==> src/rtl/ps2_kbd_decoder.sv <==
// PS/2 scan-code-set-2 decoder: turns controller bytes into make/break/pause key events
// and queues them in a small first-word-fall-through FIFO with ready/valid output.
module ps2_kbd_decoder #(
  parameter int FIFO_DEPTH  = 4,
  parameter int TIMEOUT_CYC = 100000,
  parameter int ERR_W       = 8,
  parameter int FLAGS_W     = 3
) (
  input  logic               clk,
  input  logic               rst_n,
  input  logic               rx_valid,
  input  logic [7:0]         rx_data,
  input  logic [FLAGS_W-1:0] rx_flags,
  input  logic               tx_active,
  output logic               rx_en,
  output logic               key_valid,
  input  logic               key_ready,
  output logic [7:0]         key_code,
  output logic               key_ext,
  output logic               key_break,
  output logic               key_pause,
  output logic [ERR_W-1:0]   err_cnt,
  output logic [ERR_W-1:0]   drop_cnt
);
  localparam int AW = $clog2(FIFO_DEPTH);
  localparam int CW = AW + 1;
  localparam int TW = $clog2(TIMEOUT_CYC + 1);

  typedef struct packed {
    logic [7:0] code;
    logic       ext;
    logic       brk;
    logic       pause;
  } key_ev_t;

  typedef enum logic [2:0] {IDLE, EXT, BRK, EXT_BRK, PAUSE} state_t;

  state_t        state, state_nxt;
  logic [2:0]    pause_n, pause_n_nxt;
  logic [TW-1:0] tmo_cnt;
  logic          acc, push, err_inc;
  key_ev_t       ev;

  assign acc = rx_valid & ~tx_active;

  always_ff @(posedge clk) begin
    if (!rst_n) begin
      state   <= IDLE;
      pause_n <= '0;
    end else begin
      state   <= state_nxt;
      pause_n <= pause_n_nxt;
    end
  end

  // A byte arriving in the same cycle the timeout expires wins: it clears the counter.
  always_ff @(posedge clk) begin
    if (!rst_n || acc || state == IDLE) tmo_cnt <= '0;
    else                                tmo_cnt <= tmo_cnt + 1'b1;
  end

  always_comb begin
    state_nxt   = state;
    pause_n_nxt = pause_n;
    push        = 1'b0;
    err_inc     = 1'b0;
    ev          = '{code: rx_data, ext: 1'b0, brk: 1'b0, pause: 1'b0};
    if (acc) begin
      if (|rx_flags) begin
        err_inc   = 1'b1;
        state_nxt = IDLE;
      end else begin
        case (state)
          IDLE: case (rx_data)
            8'hE0: state_nxt = EXT;
            8'hF0: state_nxt = BRK;
            8'hE1: begin state_nxt = PAUSE; pause_n_nxt = 3'd7; end
            8'h00, 8'hFF: err_inc = 1'b1;
            8'hAA, 8'hFA, 8'hFC, 8'hFE, 8'hEE: ;
            default: push = 1'b1;
          endcase
          EXT: case (rx_data)
            8'hF0: state_nxt = EXT_BRK;
            8'hE0: ;
            8'hE1: begin err_inc = 1'b1; state_nxt = IDLE; end
            default: begin push = 1'b1; ev.ext = 1'b1; state_nxt = IDLE; end
          endcase
          BRK, EXT_BRK: begin
            state_nxt = IDLE;
            if (rx_data == 8'hE0 || rx_data == 8'hF0 || rx_data == 8'hE1) err_inc = 1'b1;
            else begin
              push   = 1'b1;
              ev.ext = (state == EXT_BRK);
              ev.brk = 1'b1;
            end
          end
          PAUSE: begin
            // Pause sequence content is not validated; only its length matters.
            if (pause_n == 3'd1) begin
              push      = 1'b1;
              ev        = '{code: 8'h77, ext: 1'b0, brk: 1'b0, pause: 1'b1};
              state_nxt = IDLE;
            end else pause_n_nxt = pause_n - 1'b1;
          end
          default: state_nxt = IDLE;
        endcase
      end
    end else if (state != IDLE && tmo_cnt == TW'(TIMEOUT_CYC - 1)) begin
      err_inc   = 1'b1;
      state_nxt = IDLE;
    end
  end

  // Event FIFO
  key_ev_t       mem [FIFO_DEPTH];
  logic [AW-1:0] wr_ptr, rd_ptr;
  logic [CW-1:0] count, count_nxt;
  logic          full, pop, do_push, drop;
  key_ev_t       head;

  assign full      = (count == CW'(FIFO_DEPTH));
  assign key_valid = (count != '0);
  assign pop       = key_valid & key_ready;
  assign do_push   = push & (~full | pop);
  assign drop      = push & full & ~pop;

  always_comb begin
    count_nxt = count;
    case ({do_push, pop})
      2'b10:   count_nxt = count + 1'b1;
      2'b01:   count_nxt = count - 1'b1;
      default: count_nxt = count;
    endcase
  end

  always_ff @(posedge clk) begin
    if (!rst_n) begin
      wr_ptr   <= '0;
      rd_ptr   <= '0;
      count    <= '0;
      rx_en    <= 1'b0;
      err_cnt  <= '0;
      drop_cnt <= '0;
    end else begin
      if (do_push) wr_ptr <= wr_ptr + 1'b1;
      if (pop)     rd_ptr <= rd_ptr + 1'b1;
      count <= count_nxt;
      rx_en <= (count_nxt != CW'(FIFO_DEPTH));
      if (err_inc && err_cnt != '1) err_cnt  <= err_cnt + 1'b1;
      if (drop && drop_cnt != '1)   drop_cnt <= drop_cnt + 1'b1;
    end
  end

  always_ff @(posedge clk) begin
    if (do_push) mem[wr_ptr] <= ev;
  end

  assign head      = key_valid ? mem[rd_ptr] : '0;
  assign key_code  = head.code;
  assign key_ext   = head.ext;
  assign key_break = head.brk;
  assign key_pause = head.pause;

endmodule
==> config.mk <==
export PLATFORM = sky130hd
export DESIGN_NAME = ps2_kbd_decoder
export DESIGN_NICKNAME = d
export VERILOG_FILES = /design/src/rtl/ps2_kbd_decoder.sv
export SDC_FILE = /design/constraint.sdc
export NUM_CORES = 1
export LEC_CHECK = 0
export ABC_AREA = 1
export CAP_MARGIN = 20
export CORE_UTILIZATION = 57
export DETAILED_ROUTE_END_ITERATION = 8
export PLACE_DENSITY = 0.8
export SLEW_MARGIN = 20
export SYNTH_ARGS = -nofsm -noshare
export SYNTH_HDL_FRONTEND = slang
export SYNTH_SLANG_ARGS = --single-unit
==> constraint.sdc <==
create_clock -name clk -period 2.6 [get_ports clk]
set_input_delay 0.26 -clock clk [delete_from_list [all_inputs] [get_ports clk]]
set_output_delay 0.26 -clock clk [all_outputs]
set_load 0.01 [all_outputs]
==> results.yml <==
synthesis:
  synth_nets: 573
  synth_top_family_by_area: "simple AND/OR/NAND/NOR gates"
  synthTopCellsByArea: "edfxtp_1 29%, dfxtp_1 22%, nor2_1 8.2%"
  synth_top_area_cell: "edfxtp_1"
  synth_edf_count: 44
  synth_flop_cell: "dfxtp_1"
  synth_top_area_share_pct: 29.3
  synth.cell_area_mm2: 0.00451
  syn_inst: 547
  synth.avg_cell_area_um2: 8.25
  synth.most_common_cell: "nor2_1"
  ys.warnings.count: 0
  yosysUniqueCellTypes: 35
  ys_ff_latch: 93
  ys_seq_area_share_pct: 51.0
  synth_adder_area_share_pct: 2.94
  async_reset_ff_share_pct: 0
  synth-simple-area-share_pct: 26.2
  ys_top_cells_by_count: "98 x nor2_1, 83 x nand2_1, 67 x inv_1"
  synth_mux_area_share_pct: 0
  synth_compound_gate_area_share_pct: 11.3
  synth-xor-area-share_pct: 1.16
timing:
  max_slew_margin_pct: 72.5
  setup_viol: 0
  fmax_ghz: 0.415
  tns_ps: 0
  fin_crit_sh_pct: 92.7
  fin_skew_ps: 8.57
  hold_slack_ps: 461
  worstMarginPinSlew_ps: 412
  fin_crit_ps: 2410
  final_max_slew_viol_count: 0
  rsz0062_at_grt: "false"
  hold_viol: 0
power_and_ir_drop:
  p_leak_nw: 2.04
  ir_worst_vdd_uv: 366
  finalPower_w: 0.00348
  power_density_mw_per_mm2: 649
critical_path:
  startpoint_type: "flip-flop"
  crit_path_top_delay_cell: "clkdlybuf4s50_1"
  cp.arrival_ps: 2150
  cpPeakStageDelay_ps: 560
  crit_chain: "buf_4, nor2_1, nor2_1, o21ai_0, a21oi_1, clkdlybuf4s50_1"
  crit_type: "flip-flop to primary output"
  cp_max_fo: 13
  cp_top_family: "buffers and inverters"
  critPathRequiredTime_ps: 2340
  end_kind: "primary output"
  cp_common_cell: "nor2_1"
  critPathBufInv: 2
clock_network:
  cts_buffers: 9
  root_buffer: "clkbuf_8"
  cts-resized-gates: 0
  clk_pin_slew_ps: 90
  clock_latency_ps: 370
  cts_setup_buffers: 0
  cts_tree: "yes"
  clkSinkCount: 93
  htreeDepth: 3
  cts_hold_buf: 0
  cts_buffer_depth: 2
global_route:
  grt_use_total_pct: 23.5
  grt_max_degree: 23
  grt_pass1_wl_mm: 15.4
  grt_antenna_before_repair: 0
  grt_overflow: 0
  grt_pass1_vias: 3596
floorplanning:
  io_pins: 45
  chipHeight_um: 91.0
  die_width_um: 91.0
  fp-row-count: 32
  start_util_pct: 58.7
  fp.dieArea_mm2: 0.00828
  coreArea_mm2: 0.00769
routing:
  finalWirelength_mm: 9.09
  drc: 0
  ant_nets: 0
  vias: 3739
  post_drt_wl_per_cell_um: 12.7
  via_per_inst: 5.22
  first_pass_iters: 4
  dr.first_iter.drc_count: 157
finish:
  final_nets: 635
  post-route-util_pct: 69.9
  antenna_cells: 0
  drive_gt1_share_pct: 11.7
  area_delta_synth_final_pct: 19.0
  design_area_mm2: 0.00537
hold_path:
  hp-class: "flip-flop to flip-flop"
place:
  gp_congestion: 0.881
  place_area_mm2: 0.00516
  hpwlAfterDp_mm: 6.61
  numPortBuffers: 44
flow_run:
  maxCapViolCount: 0
run_status:
  status: "complete, no violations"
==> area by class of cell <==
class / instances / area, µm²
Fill cell: 587 / 2320
Sequential cell: 93 / 2300
Multi-Input combinational cell: 366 / 1880
Timing Repair Buffer: 59 / 553
Inverter: 79 / 303
Clock buffer: 10 / 149
Tap cell: 102 / 128
Clock inverter: 6 / 50.0
Timing Repair inverter: 1 / 7.51
==> placed cells by master (no fill, tap or decap), types with 15 or more instances in the layout <==
| cell | synthesis | final |
|---|---|---|
| nor2_1 | 98 | 98 |
| nand2_1 | 83 | 83 |
| inv_1 | 67 | 66 |
| dfxtp_1 | 49 | 48 |
| clkdlybuf4s50_1 | 0 | 44 |
| edfxtp_1 | 44 | 44 |
| o21ai_0 | 42 | 42 |
| a21oi_1 | 40 | 40 |
| nand3_1 | 22 | 22 |
| buf_4 | 0 | 15 |
==> logic make-up (layout without fill, tap and decap cells) <==
kind of cell,count (synthesis),in the layout
flops,93,93
compound gates,94,94
fa+ha+maj,10,10
buf+inv,88,155
xor+xnor,6,6
simple gates,256,256
==> worst register-to-register path: cells and delay by family (launching register included) <==
kind                       cells  cell delay [ps]
and+or+nand+nor               11              840
adders and majority gates      2              590
DFF                            1              400
buffers and inverters          4              270
==> stage by stage <==
| stage | setup slack [ps] | cells |
|---|---|---|
| CTS | 69.9 | 715 |
| floorplan | 552 | 547 |
| global placement | 77.0 | 699 |
| global route | 69.2 | 716 |
| detailed placement | -32.0 | 699 |
| finish | 189 | 716 |
==> registers in the layout, indices dropped and copies added, names as in the netlist, named ones only <==
register	flops
rx_en	1
count	3
rd_ptr	2
tmo_cnt	17
mem	44
wr_ptr	2
pause_n	3
err_cnt	8
state	3
drop_cnt	8
==> final timing paths <==
kind	start	to	slack, ps	cells past startpoint
worst max-delay path	flip-flop	key_break	190	6
worst max register to register	pause_n[0]$_SDFFE_PN0P_	rx_en$_SDFF_PN0_	400	17
worst min register to register	tmo_cnt[0]$_SDFF_PP0_	tmo_cnt[0]$_SDFF_PP0_	460	1
worst min-delay path	tmo_cnt[0]$_SDFF_PP0_	tmo_cnt[0]$_SDFF_PP0_	460	1
==> routing by layer <==
metal / wire (µm) / track usage (%) / vias up
met5: 0 / 0 / -
met4: 199 / 12.7 / 0
met3: 525 / 3.85 / 19
met2: 4710 / 43.8 / 106
met1: 3650 / 25.4 / 1699
li1: - / - / 1915
==> where the power goes <==
group	switching [W]	leakage [nW]	total, W	internal (W)
Clock	0.000529	0.0969	0.000948	0.000419
Combinational	0.000494	1.16	0.000895	0.000400
Sequential	0.0000640	0.781	0.00164	0.00158
No activity file was read; power rests on OpenSTA's default activity.
